`src/rtl/alu_arith_arbiter.sv`:
```
// Two-requester round-robin front end for a shared, registered arithmetic unit.
// One command is in flight at a time: it is accepted in IDLE, issued to the unit
// for one cycle, its result is captured one cycle later, and it is held in RESP
// until the consumer takes it.
module alu_arith_arbiter #(
    parameter int Op_Width = 16
) (
    input  logic                CLK,
    input  logic                RST,
    input  logic                req0_valid,
    input  logic                req1_valid,
    output logic                req0_ready,
    output logic                req1_ready,
    input  logic [Op_Width-1:0] req0_a,
    input  logic [Op_Width-1:0] req0_b,
    input  logic [Op_Width-1:0] req1_a,
    input  logic [Op_Width-1:0] req1_b,
    input  logic [1:0]          req0_fun,
    input  logic [1:0]          req1_fun,
    output logic [Op_Width-1:0] A,
    output logic [Op_Width-1:0] B,
    output logic [1:0]          ALU_FUN,
    output logic                Arith_En,
    input  logic [Op_Width-1:0] Arith_Out,
    input  logic                Carry_Out,
    input  logic                Arith_Flag,
    output logic                rsp_valid,
    input  logic                rsp_ready,
    output logic                rsp_id,
    output logic [Op_Width-1:0] rsp_data,
    output logic                rsp_carry,
    output logic                rsp_dz
);

    typedef enum logic [1:0] {
        IDLE  = 2'd0,
        ISSUE = 2'd1,
        WAIT  = 2'd2,
        RESP  = 2'd3
    } state_t;

    state_t              state;
    logic                last_grant;
    logic                dz_pend;
    logic                grant_any;
    logic                grant_id;
    logic [Op_Width-1:0] sel_a;
    logic [Op_Width-1:0] sel_b;
    logic [1:0]          sel_fun;
    logic                sel_dz;

    // The unit's flag is informational only; nothing here reacts to it.
    logic unused_arith_flag;
    assign unused_arith_flag = Arith_Flag;

    // Round-robin grant: on a tie the requester not granted last wins.
    always_comb begin
        grant_any  = req0_valid | req1_valid;
        grant_id   = (req0_valid & req1_valid) ? ~last_grant : req1_valid;
        sel_a      = grant_id ? req1_a   : req0_a;
        sel_b      = grant_id ? req1_b   : req0_b;
        sel_fun    = grant_id ? req1_fun : req0_fun;
        sel_dz     = (sel_fun == 2'b11) && (sel_b == '0);
        req0_ready = 1'b0;
        req1_ready = 1'b0;
        if (RST && (state == IDLE) && grant_any) begin
            req0_ready = ~grant_id;
            req1_ready = grant_id;
        end
    end

    // Command sequencing, unit drive and response capture.
    always_ff @(posedge CLK or negedge RST) begin
        if (!RST) begin
            state      <= IDLE;
            last_grant <= 1'b1;
            dz_pend    <= 1'b0;
            A          <= '0;
            B          <= '0;
            ALU_FUN    <= '0;
            Arith_En   <= 1'b0;
            rsp_valid  <= 1'b0;
            rsp_id     <= 1'b0;
            rsp_data   <= '0;
            rsp_carry  <= 1'b0;
            rsp_dz     <= 1'b0;
        end else begin
            case (state)
                IDLE: begin
                    if (grant_any) begin
                        last_grant <= grant_id;
                        rsp_id     <= grant_id;
                        dz_pend    <= sel_dz;
                        if (sel_dz) begin
                            // Divide-by-zero bypasses the unit entirely, but
                            // still spends one cycle so the response lands one
                            // edge after acceptance.
                            state <= WAIT;
                        end else begin
                            A        <= sel_a;
                            B        <= sel_b;
                            ALU_FUN  <= sel_fun;
                            Arith_En <= 1'b1;
                            state    <= ISSUE;
                        end
                    end
                end
                ISSUE: begin
                    A        <= '0;
                    B        <= '0;
                    ALU_FUN  <= '0;
                    Arith_En <= 1'b0;
                    state    <= WAIT;
                end
                WAIT: begin
                    rsp_valid <= 1'b1;
                    rsp_dz    <= dz_pend;
                    rsp_data  <= dz_pend ? '0 : Arith_Out;
                    rsp_carry <= dz_pend ? 1'b0 : Carry_Out;
                    state     <= RESP;
                end
                RESP: begin
                    if (rsp_ready) begin
                        rsp_valid <= 1'b0;
                        state     <= IDLE;
                    end
                end
                default: state <= IDLE;
            endcase
        end
    end

endmodule

```
`config.mk`:
```
export PLATFORM = sky130hd
export DESIGN_NAME = alu_arith_arbiter
export DESIGN_NICKNAME = d
export VERILOG_FILES = /design/src/rtl/alu_arith_arbiter.sv
export SDC_FILE = /design/constraint.sdc
export NUM_CORES = 1
export LEC_CHECK = 0
export CAP_MARGIN = 20
export CORE_MARGIN = 5
export CORE_UTILIZATION = 40
export CTS_CLUSTER_SIZE = 8
export DETAILED_ROUTE_END_ITERATION = 12
export PLACE_DENSITY = 0.9
export SLEW_MARGIN = 20
export SYNTH_ARGS = -nofsm -noshare
export SYNTH_HDL_FRONTEND = slang
export SYNTH_SLANG_ARGS = --single-unit
```
`constraint.sdc`:
```
create_clock -name CLK -period 2.6 [get_ports CLK]
set_input_delay 0.52 -clock CLK [delete_from_list [all_inputs] [get_ports CLK]]
set_output_delay 0.52 -clock CLK [all_outputs]
set_load 0.05 [all_outputs]
```
==> Implementation_results.wiki <==
{| class="wikitable"
! Metric !! Value
|-
| Total setup buffers inserted after CTS || 0
|-
| Routed wirelength normalized by instance count || ~17 um
|-
| Measured slew at the worst slew-check pin || between 1 and 1.5 ns
|-
| Site row count || 30
|-
| Portion of the post-synthesis area used by sequential elements || 0.520
|-
| Crit. End Element || flip-flop
|-
| PwrDens || about 1200 mW/mm^2
|-
| GRT Residual Overflow || 0
|-
| GRT Overall Usage || 0.199
|-
| Antenna Violating Nets Remaining || 0
|-
| Maximum clock rate || 402 MHz
|-
| Sequential power share || 0.273
|-
| Gate count after technology mapping || 245
|-
| Internal || ~2.9 mW
|-
| Flop and latch count out of synthesis || between 50 and 60
|-
| Max-cap violations || 0
|-
| Longest Clk Path Bufs || 2
|-
| Port Buffers || 146
|-
| Share of flip-flops with an asynchronous set or reset || 1.00
|-
| Floorplan die area || between 0.008 and 0.009 sq mm
|-
| First-pass iteration count of the detailed router || 4
|-
| Net switching power || 2.67 mW
|-
| Worst clock skew || ~0.011 ns
|-
| Total chip power || roughly 5.6 mW
|-
| Yosys Warn Count || 0
|-
| Number of remaining DRC errors || 0
|-
| Type of the setup path with the least slack || in2reg
|-
| Wire length reported by the detailed router || 8.50 mm
|-
| Outcome || complete, no violations
|-
| Floorplan Core Area || just under 0.007 sq mm
|-
| Most frequently used flop master after synthesis || sky130_fd_sc_hd__dfrtp_1
|-
| Unrepaired setup endpoints after global routing || false
|-
| Worst-skew pair later-pin latency || approximately 0.33 ns
|-
| Final sum of negative setup slack || 0 ns
|-
| Layout net count || 495
|-
| Worst min-delay path category || in2async
|-
| Final antenna diode count || 0
|-
| Final hold slack || around 0.053 ns
|-
| WP data arrival || 2.73 ns
|-
| CTS Sinks || just under 60
|-
| Switching part of the total || 0.480
|-
| DRC marker count from the first detailed-route iteration || 59
|-
| Share of power burned in combinational logic || 0.598
|-
| Die width || between 90 and 100 um
|-
| Clk pwr share || 0.129
|-
| Count of final max-slew check failures || 0
|-
| Clock root buffer master || sky130_fd_sc_hd__clkbuf_8
|-
| Total of fill cells in the finished design || around 550
|-
| Die Y || 94.3 um
|-
| Number of synthesized flops with an enable pin || 0
|-
| Maximum fanout count along the critical path || 29
|-
| Reported leakage power || between 1.5 and 2 nW
|-
| Number of setup violations in the final report || 0
|-
| Number of hold buffers added after cts || 0
|-
| Pin count of the biggest net entering global routing || 52
|-
| Deepest level of the CTS H-tree || 3
|-
| Clock tree from TritonCTS || done
|-
| Estimated wirelength of the detail-placed design || about 6.6 mm
|-
| Post-Syn Area per Cell || ~12 sq um
|-
| Critical path data required time || approximately 2.9 ns
|-
| Post-synth net total || between 300 and 400
|-
| PostCTS Resize Cnt || 0
|-
| Synth cell types || 37
|-
| Number of global-route vias before repair || 2707
|-
| Initial core utilization || 0.414
|-
| Final hold vios || 0
|-
| Share of post-route cells with drive strength above 1 || 0.114
|-
| Area added between synthesis and finish || 63.8%
|-
| Final worst-path cycle share || 0.956
|-
| Maximum vdd ir drop || approximately 0.00066 V
|-
| Global placement routability congestion || roughly 0.77
|-
| CP startpoint kind || input pin
|-
| CTS buffer count || 9
|-
| I/O pin count || between 100 and 150
|-
| Tightest slew margin relative to the limit || 0.322
|-
| Final min period || around 2.5 ns
|-
| Global-route wire length before repair || roughly 14 mm
|-
| Initial antenna violation count || 0
|-
| Register clock-pin slew on the reported worst setup and hold paths || about 0.06 ns
|-
| Detail-routed via count per cell || slightly above 5
|-
| Netlist area before placement || approximately 0.0028 sq mm
|-
| Overall via count from detail_route || roughly 2.5k
|}
[cell usage after synthesis, drive strengths merged (2+ instances only)]
cell      n  share of area
nand4b    2         0.0062
inv      23          0.030
nor4b     2         0.0062
nand2    21          0.028
clkbuf    9          0.012
a21oi     3         0.0053
nor2      2         0.0026
o2bb2ai  36           0.12
ha        4          0.018
mux2i    34           0.12
o21ai    18          0.032
buf       7          0.020
a21boi    2         0.0053
nor4      5          0.011
dfrtp    58           0.51
o22ai     2         0.0044
[critical path: stages]
cell                              delay (ns)
sky130_fd_sc_hd__clkdlybuf4s50_1        0.41
sky130_fd_sc_hd__or4_1                  0.54
sky130_fd_sc_hd__or4b_4                 0.52
sky130_fd_sc_hd__a22oi_4                0.21
sky130_fd_sc_hd__a2bb2oi_4              0.19
sky130_fd_sc_hd__buf_12                 0.19
sky130_fd_sc_hd__o2bb2ai_1              0.13
[sequential cells by signal, indices dropped and copies added, names as in the netlist]
signal and flops:
A 16, ALU_FUN 2, Arith_En 1, B 16
dz_pend 1, last_grant 1, rsp_carry 1, rsp_data 16
rsp_dz 1, rsp_id 1, rsp_valid 1, state 2
[layout by cell type, fill, tap and decap left out, drive strengths merged, types with 2 or more instances in the layout]
| cell type | n |
|---|---|
| a21oi | 3 |
| nor4b | 2 |
| clkinv | 3 |
| nand4b | 2 |
| clkdlybuf4s50 | 143 |
| clkbuf | 10 |
| o21ai | 18 |
| ha | 4 |
| nand2 | 21 |
| dfrtp | 58 |
| nor2 | 2 |
| mux2i | 34 |
| a21boi | 2 |
| clkinvlp | 2 |
| nor4 | 5 |
| inv | 23 |
| o22ai | 2 |
| o2bb2ai | 36 |
| buf | 17 |
[metrics by stage]
stage               worst slack, ns   util  std cells  cell area, sq um
global route                 0.0729  0.678        500              4660
CTS                           0.126  0.678        500              4660
detailed placement           -0.208  0.654        485              4490
global placement             -0.178  0.654        485              4490
finish                        0.114  0.678        500              4660
floorplan                    0.0938      -        245              2840
[cell type report]
class                           instances  area, sq um  area share
Clock buffer                           10          138      0.0295
Clock inverter                          5         30.0     0.00645
Inverter                               23         86.3      0.0185
Multi-Input combinational cell        147         1200       0.258
Sequential cell                        59         1480       0.317
Tap cell                               96          120      0.0258
Timing Repair Buffer                  160         1610       0.345
[cells by family (layout without fill, tap and decap cells)]
logic type / count (synthesis) / count (layout) / synth area share
AO/OA/AOI/OAI: 68 / 68 / 0.203
flip-flops: 59 / 59 / 0.520
AND/OR/NAND/NOR: 40 / 40 / 0.0739
buffers and inverters: 39 / 198 / 0.0625
multiplexers: 35 / 35 / 0.124
adder cells (fa/ha/maj): 4 / 4 / 0.0176
[metal layers]
metal  routed length (um)  GRT usage  up-vias
met5                    0          0        -
met4                  154     0.0686        0
met3                  617     0.0569       12
met2                 4240      0.334       99
met1                 3490      0.244     1216
li1                     -          -     1202
[power by group through the flow]
stage / Clock (mW) / Sequential, mW / Combinational, mW
floorplan: 0 / 2.66 / 1.02
global placement: 0 / 1.51 / 3.27
detailed placement: 0 / 1.52 / 3.35
CTS: 0.734 / 1.51 / 3.36
global route: 0.786 / 1.57 / 3.51
finish: 0.717 / 1.51 / 3.32
[worst paths after layout]
check,depth (start not counted),from,endpoint,slack [ns]
max reg2reg,6,last_grant,A[3],0.57
min,1,RST,B[0],0.05
min in group CLK,1,B[8],B[8],0.49
min reg2reg,1,B[8],B[8],0.49
max in group asynchronous,2,RST,A[3],1.63
max,7,req0_b[5],A[3],0.11
No activity file was read; power rests on OpenSTA's default activity.
